## src/rtl/out_buf_drain.sv

```systemverilog
// Drains the per-compute-unit output buffers of the cluster, one word per unit,
// into a valid/ready stream after each start pulse.
module out_buf_drain #(
    parameter int CU_NUM = 8,
    parameter int DAT_W  = 256
) (
    input  logic                      clk_i,
    input  logic                      rst_ni,
    input  logic                      start_i,
    input  logic                      abort_i,
    output logic [$clog2(CU_NUM)-1:0] cu_sel_o,
    input  logic [DAT_W-1:0]          cu_dat_i,
    output logic                      m_valid_o,
    input  logic                      m_ready_i,
    output logic [DAT_W-1:0]          m_data_o,
    output logic [$clog2(CU_NUM)-1:0] m_idx_o,
    output logic                      m_last_o,
    output logic                      busy_o,
    output logic                      done_o,
    output logic                      start_drop_o
);

    localparam int               SEL_W    = $clog2(CU_NUM);
    localparam logic [SEL_W-1:0] LAST_SEL = SEL_W'(CU_NUM - 1);

    typedef enum logic [1:0] {
        IDLE   = 2'd0,
        LOAD   = 2'd1,
        STREAM = 2'd2
    } state_t;

    state_t             state_q, state_d;
    logic [SEL_W-1:0]   sel_q, sel_d;
    logic [DAT_W-1:0]   data_q, data_d;
    logic [SEL_W-1:0]   idx_q, idx_d;
    logic               valid_q, valid_d;
    logic               last_q, last_d;
    logic               done_q, done_d;
    logic               drop_q, drop_d;
    logic               armed_q, armed_d;
    logic               capture;

    always_comb begin
        state_d = state_q;
        sel_d   = sel_q;
        data_d  = data_q;
        idx_d   = idx_q;
        valid_d = valid_q;
        last_d  = last_q;
        done_d  = 1'b0;
        drop_d  = start_i && (state_q != IDLE);
        // Start is not honoured in the first cycle after reset release.
        armed_d = 1'b1;
        capture = 1'b0;

        if (abort_i) begin
            state_d = IDLE;
            valid_d = 1'b0;
            last_d  = 1'b0;
            sel_d   = '0;
        end else begin
            unique case (state_q)
                IDLE: begin
                    if (start_i && armed_q) begin
                        sel_d   = '0;
                        state_d = LOAD;
                    end
                end
                LOAD: begin
                    capture = 1'b1;
                    state_d = STREAM;
                end
                STREAM: begin
                    if (valid_q && m_ready_i) begin
                        if (last_q) begin
                            valid_d = 1'b0;
                            last_d  = 1'b0;
                            done_d  = 1'b1;
                            state_d = IDLE;
                        end else begin
                            capture = 1'b1;
                        end
                    end
                end
                default: state_d = IDLE;
            endcase
        end

        // The cluster returns cu_dat_i for the current select in the same cycle.
        if (capture) begin
            data_d  = cu_dat_i;
            idx_d   = sel_q;
            valid_d = 1'b1;
            last_d  = (sel_q == LAST_SEL);
            if (sel_q != LAST_SEL) begin
                sel_d = sel_q + 1'b1;
            end
        end
    end

    always_ff @(posedge clk_i or negedge rst_ni) begin
        if (!rst_ni) begin
            state_q <= IDLE;
            sel_q   <= '0;
            data_q  <= '0;
            idx_q   <= '0;
            valid_q <= 1'b0;
            last_q  <= 1'b0;
            done_q  <= 1'b0;
            drop_q  <= 1'b0;
            armed_q <= 1'b0;
        end else begin
            state_q <= state_d;
            sel_q   <= sel_d;
            data_q  <= data_d;
            idx_q   <= idx_d;
            valid_q <= valid_d;
            last_q  <= last_d;
            done_q  <= done_d;
            drop_q  <= drop_d;
            armed_q <= armed_d;
        end
    end

    assign cu_sel_o     = sel_q;
    assign m_valid_o    = valid_q;
    assign m_data_o     = data_q;
    assign m_idx_o      = idx_q;
    assign m_last_o     = last_q;
    assign busy_o       = (state_q != IDLE);
    assign done_o       = done_q;
    assign start_drop_o = drop_q;

endmodule

```

## config.mk

```make
export PLATFORM = sky130hd
export DESIGN_NAME = out_buf_drain
export DESIGN_NICKNAME = d
export VERILOG_FILES = /design/src/rtl/out_buf_drain.sv
export SDC_FILE = /design/constraint.sdc
export NUM_CORES = 1
export LEC_CHECK = 0
export BUFFER_PORTS_ARGS = -buffer_cell sky130_fd_sc_hd__buf_2
export CAP_MARGIN = 20
export CORE_AREA = 2 2 203 205
export CTS_BUF_LIST = sky130_fd_sc_hd__clkbuf_8 sky130_fd_sc_hd__clkbuf_16
export DETAILED_ROUTE_END_ITERATION = 6
export DIE_AREA = 0 0 205 207
export GPL_TIMING_DRIVEN = 0
export SLEW_MARGIN = 20
export SYNTH_ARGS = -nofsm -noshare
export SYNTH_HDL_FRONTEND = slang
export SYNTH_SLANG_ARGS = --single-unit
```

## constraint.sdc

```tcl
create_clock -name clk_i -period 5.27 [get_ports clk_i]
set_input_delay 1.054 -clock clk_i [delete_from_list [all_inputs] [get_ports clk_i]]
set_output_delay 1.054 -clock clk_i [all_outputs]
set_load 0.005 [all_outputs]
```

# Yosys cells after proc, flatten, opt, wreduce, memory -nomap -nowiden
# Index checks and enable logic that the tools add are counted.
[classes] n_eq_ne=7 add_sub_neg=1 muxes=27 n_reduce_logical=11
[op_table] operator="2-to-1 mux 1 bit" count=16
[op_table] operator="2-to-1 mux 3 bit" count=5
[op_table] operator="inequality test 3 bit, second input constant" count=4
[op_table] operator="nonzero test 3 bit" count=3
[op_table] operator="2-to-1 mux 2 bit" count=4
[op_table] operator="case mux 2 bit (3 select lines)" count=1
[op_table] operator="AND reduction 3 bit" count=2
[op_table] operator="adder 3 x 1 -> 3 bit, second input constant" count=1
[op_table] operator="equality test 3 bit, second input constant" count=1
[op_table] operator="logical AND 1 bit" count=3
[op_table] operator="equality test 2 x 1 -> 1 bit, second input constant" count=1
[op_table] operator="equality test 2 bit, second input constant" count=1
[op_table] operator="zero test 2 bit" count=1
[op_table] operator="case mux 1 bit (2 select lines)" count=1
[op_table] operator="AND reduction 2 bit" count=1
[op_table] operator="nonzero test 2 bit" count=1
[totals] out_inout_bits=267 in_bits=261 register_bits=269 wordCells=55

# Logic depth before layout (Yosys ltp)
# Gate-level depths: netlist of the first run.
[depth] depth_word=6 mapped_depth=7

# Least setup slack after synthesis of the first run
# Ideal clock, no wire load.
[synth_timing] path_type="in2reg" startpoint="in abort_i" endpoint="reg data_q[104] (netlist: m_data_o[104])" cell_stages=6 arrival_time_ps=2134 n_path_buf=3 path_slack_ps=3011 cell_sequence="buf_2 nor2b_1 o21ai_4 buf_6 buf_6 mux2_4"
[synth_between] elab_chain_len=1
[synth_rtl] element="start: declaration" line_no="10" text="input logic abort_i,"
[synth_rtl] element="2-to-1 mux 1 bit" line_no="56" text="if (abort_i) begin"
[synth_rtl] element="end signal: assignment" line_no="115" text="data_q <= data_d;"
[synth_rtl] element="end: declaration" line_no="34" text="logic [DAT_W-1:0] data_q, data_d;"
# No other way between the ends.
# A chain may end at the register's enable or synchronous reset.

# Final worst setup path of the first run
[layout_timing] startpoint="reg state_q[1]" endpoint="out busy_o"
[layout_between] elab_chain_len=1
[layout_rtl] element="start: declaration" line_no="32" text="state_t state_q, state_d;"
[layout_rtl] element="start signal: assignment" line_no="113" text="state_q <= state_d;"
[layout_rtl] element="nonzero test 2 bit" line_no="130" text="assign busy_o = (state_q != IDLE);"
[layout_rtl] element="end: declaration" line_no="18" text="output logic busy_o,"
# No other way between the ends.

==> results of run 1 <==
==> flip-flops by register name, summed over array words and instances, names as in the netlist <==
signal and cells:
state_q 2, done_o 1, m_valid_o 1, cu_sel_o 3, m_last_o 1, m_data_o 256, start_drop_o 1, armed_q 1
m_idx_o 3
==> path summary, 6_finish.rpt <==
check / from / to / slack (ns) / depth (start not counted)
max in group asynchronous: rst_ni / m_data_o[212] / 3.77 / 3
min: rst_ni / m_data_o[195] / 0.42 / 1
min reg2reg: m_data_o[74] / m_data_o[74] / 0.48 / 1
max: state_q[1] / busy_o / 2.72 / 4
max reg2reg: state_q[0] / m_data_o[187] / 2.92 / 7
min in group clk_i: m_data_o[74] / m_data_o[74] / 0.48 / 1
==> metal layers <==
layer / GRT usage (%) / vias to the layer above
li1: - / 3244
met1: 15.1 / 3490
met2: 23.3 / 303
met3: 3.46 / 56
met4: 4.64 / 0
met5: 0 / -
==> logic make-up (layout without fill, tap and decap cells) <==
| logic type | count (synthesis) | in the layout | synth area share (%) |
|---|---|---|---|
| flops | 269 | 269 | 63.3 |
| mux | 262 | 262 | 31.2 |
| buf+inv | 37 | 617 | 3.06 |
| simple gates | 17 | 17 | 0.788 |
| compound gates | 12 | 12 | 0.882 |
| fa+ha+maj | 6 | 6 | 0.706 |
| other cells | 1 | 2 | 0.0353 |
==> where the power goes <==
group	switching [mW]	leakage [nW]	internal (mW)
Combinational	0.744	4.51	1.22
Sequential	0.387	3.50	2.82
Clock	0.802	0.486	1.12
Total	1.93	8.50	5.16
==> metrics by stage <==
stage / TNS, ns / cell area [µm²] / hold WS (ns)
detailed placement: 0 / 14000 / 0.476
floorplan: 0 / 10600 / 0.489
global placement: -482.54 / 13900 / 0.470
global route: 0 / 14900 / 0.433
finish: 0 / 14900 / 0.420
CTS: 0 / 14900 / 0.414
==> worst max-delay path: stages (launching register included) <==
cell and delay (ns):
dfrtp_1 0.40, inv_1 0.13, ha_1 0.23, inv_1 0.08, buf_2 0.13
==> cell usage in the layout (no fill, tap or decap), types with 3 or more instances in the layout <==
cell and instances:
buf_16 3, buf_2 530, buf_6 24, clkbuf_16 29, clkbuf_8 6, clkinv_2 6
dfrtp_1 269, ha_1 6, inv_1 17, mux2_1 100, mux2_2 59, mux2_4 100
mux2i_1 3, nand2_1 6, nand3_1 3, nor2_1 3
==> cell type report <==
class                   instances  area [µm²]
flip-flops and latches        269        6730
repair buffers                529        2730
multi-input cells             298        3580
clock buffers                  35         808
inverters                       8        30.0
well taps                     532         666
fillers                      4006       25400
diodes                          1        2.50
clock inverters                16        93.8
plain buffers                  29         295
==> impl_metrics.env, run 1 <==
export IMPL_hold_violations=0
export IMPL_period_minus_slack_ns=2.55
export IMPL_wl_per_cell_um=17.0
export IMPL_dp_cells=1665
export IMPL_cts_buffers=29
export IMPL_drc=0
export IMPL_layout_setup_ws_ns=2.72
export IMPL_nets=1431
export IMPL_power_leakage_nw=8.50
export IMPL_yosys_top_cells_count="dfrtp_1 (269), mux2_1 (100), mux2_4 (100), mux2_2 (59), buf_6 (24)"
export IMPL_h_tree_depth=1
export IMPL_ys_ff_latch=269
export IMPL_first_pass_iters=4
export IMPL_post_cts_buffers=0
export IMPL_slew_violations=0
export IMPL_yosysMostFrequentCell="dfrtp_1"
export IMPL_fp_row_count=74
export IMPL_wl_met3_um=2360
export IMPL_grt_remaining_overflow=0
export IMPL_worstSetupStartpointType="register"
export IMPL_dr_total_vias=7093
export IMPL_syn_mean_instance_area_um2=17.6
export IMPL_coreArea_mm2=0.0404
export IMPL_final_core_util_pct=37.0
export IMPL_ios=528
export IMPL_via_per_inst=4.13
export IMPL_clock_latency_ns=0.55
export IMPL_power_density_mw_per_mm2=475
export IMPL_clk_pin_slew_ns=0.06
export IMPL_synth_top_cell_area_share_pct=63.3
export IMPL_syn2layout_area_growth_pct=40.4
export IMPL_finalSetupViolations=0
export IMPL_synth_edf_count=0
export IMPL_antenna_found_initial=1
export IMPL_grt_usage_pct=13.1
export IMPL_stdcell_count=1717
export IMPL_ys_types=26
export IMPL_drive_gt1_share_pct=64.2
export IMPL_gp_congestion=0.801
export IMPL_hp_class="primary input to asynchronous set/reset pin"
export IMPL_cts_tree="yes"
export IMPL_mappedNetlistArea_mm2=0.0106
export IMPL_die_h_um=207
export IMPL_drt_iter0_drc=167
export IMPL_cp_max_fo=4
export IMPL_routed_wl_um=29200
export IMPL_routed_top_layer="met4"
export IMPL_max_cap_violations=0
export IMPL_crit_type="register to primary output"
export IMPL_required_ns=4.22
export IMPL_end_kind="primary output"
export IMPL_grt_max_degree=89
export IMPL_grt_pass1_wl_um=43600
export IMPL_start_util_pct=26.3
export IMPL_status="completed"
export IMPL_portBuffers=526
export IMPL_arrival_ns=1.50
export IMPL_finClkSkew_ns=0.00794
export IMPL_root_buffer="clkbuf_16"
export IMPL_yosys_warnings=0
export IMPL_postRouteAntennaNets=0
export IMPL_drt_met1_wl_um=11400
export IMPL_syn_nets=871
export IMPL_synthFlopType="dfrtp_1"
export IMPL_ys_seq_area_share_pct=63.3
export IMPL_die_w_um=205
export IMPL_async_flop_share_pct=100
export IMPL_die_area_mm2=0.0424
export IMPL_synth_area_top_cells="dfrtp_1 (63%), mux2_4 (14%), mux2_1 (11%), mux2_2 (6.2%), buf_6 (2.5%)"
export IMPL_cts_sinks=269
export IMPL_period_share_pct=48.4
export IMPL_hpwlAfterDp_um=22800
export IMPL_peakVddDrop_uv=250
export IMPL_power_mw=7.09
export IMPL_clock_fmax_ghz=0.392
export IMPL_dr_wl_met2_um=14700
export IMPL_rsz0062_at_grt="no"
export IMPL_cts_buffer_depth=3
export IMPL_ctsResizeCount=0
export IMPL_dpl_worst_slack_ns=2.44
export IMPL_grt_pass1_vias=7603
export IMPL_yosysTopAreaCell="dfrtp_1"
export IMPL_cts_hold_buffers=0
export IMPL_syn_inst=604
(Power assumes the default switching activity.)
==> run 2: changes to the inputs <==
==> constraint.sdc (replaced) <==
create_clock -name clk_i -period 2.4 [get_ports clk_i]
set_input_delay 0.48 -clock clk_i [delete_from_list [all_inputs] [get_ports clk_i]]
set_output_delay 0.48 -clock clk_i [all_outputs]
set_load 0.005 [all_outputs]
==> run 2 against run 1 <==
  * Worst setup slack got worse by 2.6 ns
  * Global-route usage is essentially flat
  * Cell area increased by 0.17%
  * Critical path depth grew 4
  * Clock skew rose by 0.00071 ns
  * Via count up 0.21%
  * Critical path type is now register to register
==> impl_metrics.env, run 2 (synthesis results as in run 1) <==
export IMPL_cts_buffer_depth=3
export IMPL_worstSetupStartpointType="register"
export IMPL_ctsResizeCount=0
export IMPL_finClkSkew_ns=0.00865
export IMPL_peakVddDrop_uv=549
export IMPL_crit_type="register to register"
export IMPL_h_tree_depth=1
export IMPL_largest_reg_flops=256
export IMPL_nets=1434
export IMPL_postRouteAntennaNets=0
export IMPL_hold_violations=0
export IMPL_grt_pass1_vias=7611
export IMPL_hold_ws_ns=0.144
export IMPL_max_stage_delay_ns=0.40
export IMPL_cts_tree="yes"
export IMPL_period_minus_slack_ns=2.27
export IMPL_die_h_um=207
export IMPL_first_pass_iters=4
export IMPL_portBuffers=526
export IMPL_drc=0
export IMPL_period_share_pct=94.5
export IMPL_cp_max_fo=10
export IMPL_grt_pass1_wl_um=43600
export IMPL_root_buffer="clkbuf_16"
export IMPL_syn2layout_area_growth_pct=40.6
export IMPL_crit_family="buffers and inverters"
export IMPL_coreArea_mm2=0.0404
export IMPL_layout_setup_ws_ns=0.133
export IMPL_fp_row_count=74
export IMPL_drive_gt1_share_pct=64.2
export IMPL_end_kind="register"
export IMPL_final_area_mm2=0.0150
export IMPL_arrival_ns=2.69
export IMPL_die_w_um=205
export IMPL_cp_slowest_cell="dfrtp_1"
export IMPL_power_density_mw_per_mm2=1040
export IMPL_path_cells="inv_1 > ha_1 > and4b_1 > o21ai_4 > buf_4 > buf_6 > buf_6 > mux2_2"
export IMPL_path_common_cell="buf_6"
export IMPL_routed_wl_um=29200
export IMPL_clock_latency_ns=0.55
export IMPL_tns_ns=0
export IMPL_cts_sinks=269
export IMPL_start_util_pct=26.3
export IMPL_max_cap_violations=0
export IMPL_placed_cell_area_mm2=0.0140
export IMPL_status="completed"
export IMPL_rsz0062_at_grt="no"
export IMPL_finalSetupViolations=0
export IMPL_gp_congestion=0.801
export IMPL_dr_total_vias=7108
export IMPL_cts_buffers=29
export IMPL_clock_fmax_ghz=0.441
export IMPL_grt_max_degree=89
export IMPL_antenna_found_initial=1
export IMPL_drt_iter0_drc=188
export IMPL_hp_class="primary input to register"
export IMPL_path_buf_inv=4
export IMPL_mostFrequentLayoutCell="buf_2"
export IMPL_final_core_util_pct=37.0
export IMPL_via_per_inst=4.13
export IMPL_grt_remaining_overflow=0
export IMPL_clk_pin_slew_ns=0.06
export IMPL_slew_violations=0
export IMPL_grt_usage_pct=13.1
export IMPL_dpl_worst_slack_ns=-0.0476
export IMPL_power_leakage_nw=8.51
export IMPL_mostFrequentLayoutCells="buf_2 (530), dfrtp_1 (269), mux2_4 (100), mux2_1 (100), mux2_2 (59)"
export IMPL_wl_per_cell_um=17.0
export IMPL_hpwlAfterDp_um=22800
export IMPL_die_area_mm2=0.0424
export IMPL_required_ns=2.82
export IMPL_ios=528
[run 2: cell count changes in the layout (fill, tap and decap cells not counted), sizes merged]
cell	delta
dlygate4sd3	+1
buf	+2
[run 2: worst register-to-register path: stages, from the launching register on]
cell and delay (ns):
dfrtp_1 0.40, inv_1 0.08, ha_1 0.27, and4b_1 0.29
o21ai_4 0.26, buf_4 0.19, buf_6 0.15, buf_6 0.16
mux2_2 0.35
[run 2: report_power, final]
group	total, mW	switching, mW	internal, mW
clock network	4.22	1.76	2.46
registers	7.04	0.850	6.19
logic	4.31	1.64	2.67
[run 2: final cells by class]
class | count | area [µm²]
clock inverters | 16 | 93.8
plain buffers | 29 | 295
clock buffers | 35 | 808
multi-input cells | 298 | 3580
flip-flops and latches | 269 | 6730
diodes | 1 | 2.50
inverters | 8 | 30.0
fillers | 4000 | 25400
well taps | 532 | 666
repair buffers | 532 | 2750
[run 2: repair_timing]
item / CTS / global route
endpoints found under the hold margin: 50 / 0
setup buffers: 2 / 0
setup endpoints to repair: 127 / 8
pin swaps: 1 / 1
hold buffers: 1 / 0
[run 2: path summary, 6_finish.rpt]
| kind | from | end | slack, ns | cells after the start |
|---|---|---|---|---|
| min in group asynchronous | rst_ni | m_data_o[195] | 0.44 | 2 |
| worst min register to register | m_data_o[74] | m_data_o[74] | 0.48 | 1 |
| worst min-delay path | cu_dat_i[87] | m_data_o[87] | 0.14 | 2 |
| max in group asynchronous | rst_ni | m_data_o[212] | 0.88 | 4 |
| worst max-delay path | state_q[0] | m_data_o[212] | 0.13 | 8 |
| worst max register to register | state_q[0] | m_data_o[212] | 0.13 | 8 |
[run 2: stage by stage]
step,std cells,power (mW)
after global placement,1662,11.4
final,1720,15.6
after detailed placement,1665,11.5
after floorplan,604,8.95
after global routing,1720,16.5
after CTS,1719,15.8
[run 2: metal layers]
| metal | track usage (%) | wire length, µm |
|---|---|---|
| met1 | 15.0 | 11400 |
| met2 | 23.4 | 14700 |
| met3 | 3.46 | 2350 |
| met4 | 4.64 | 809 |
| met5 | 0 | 0 |
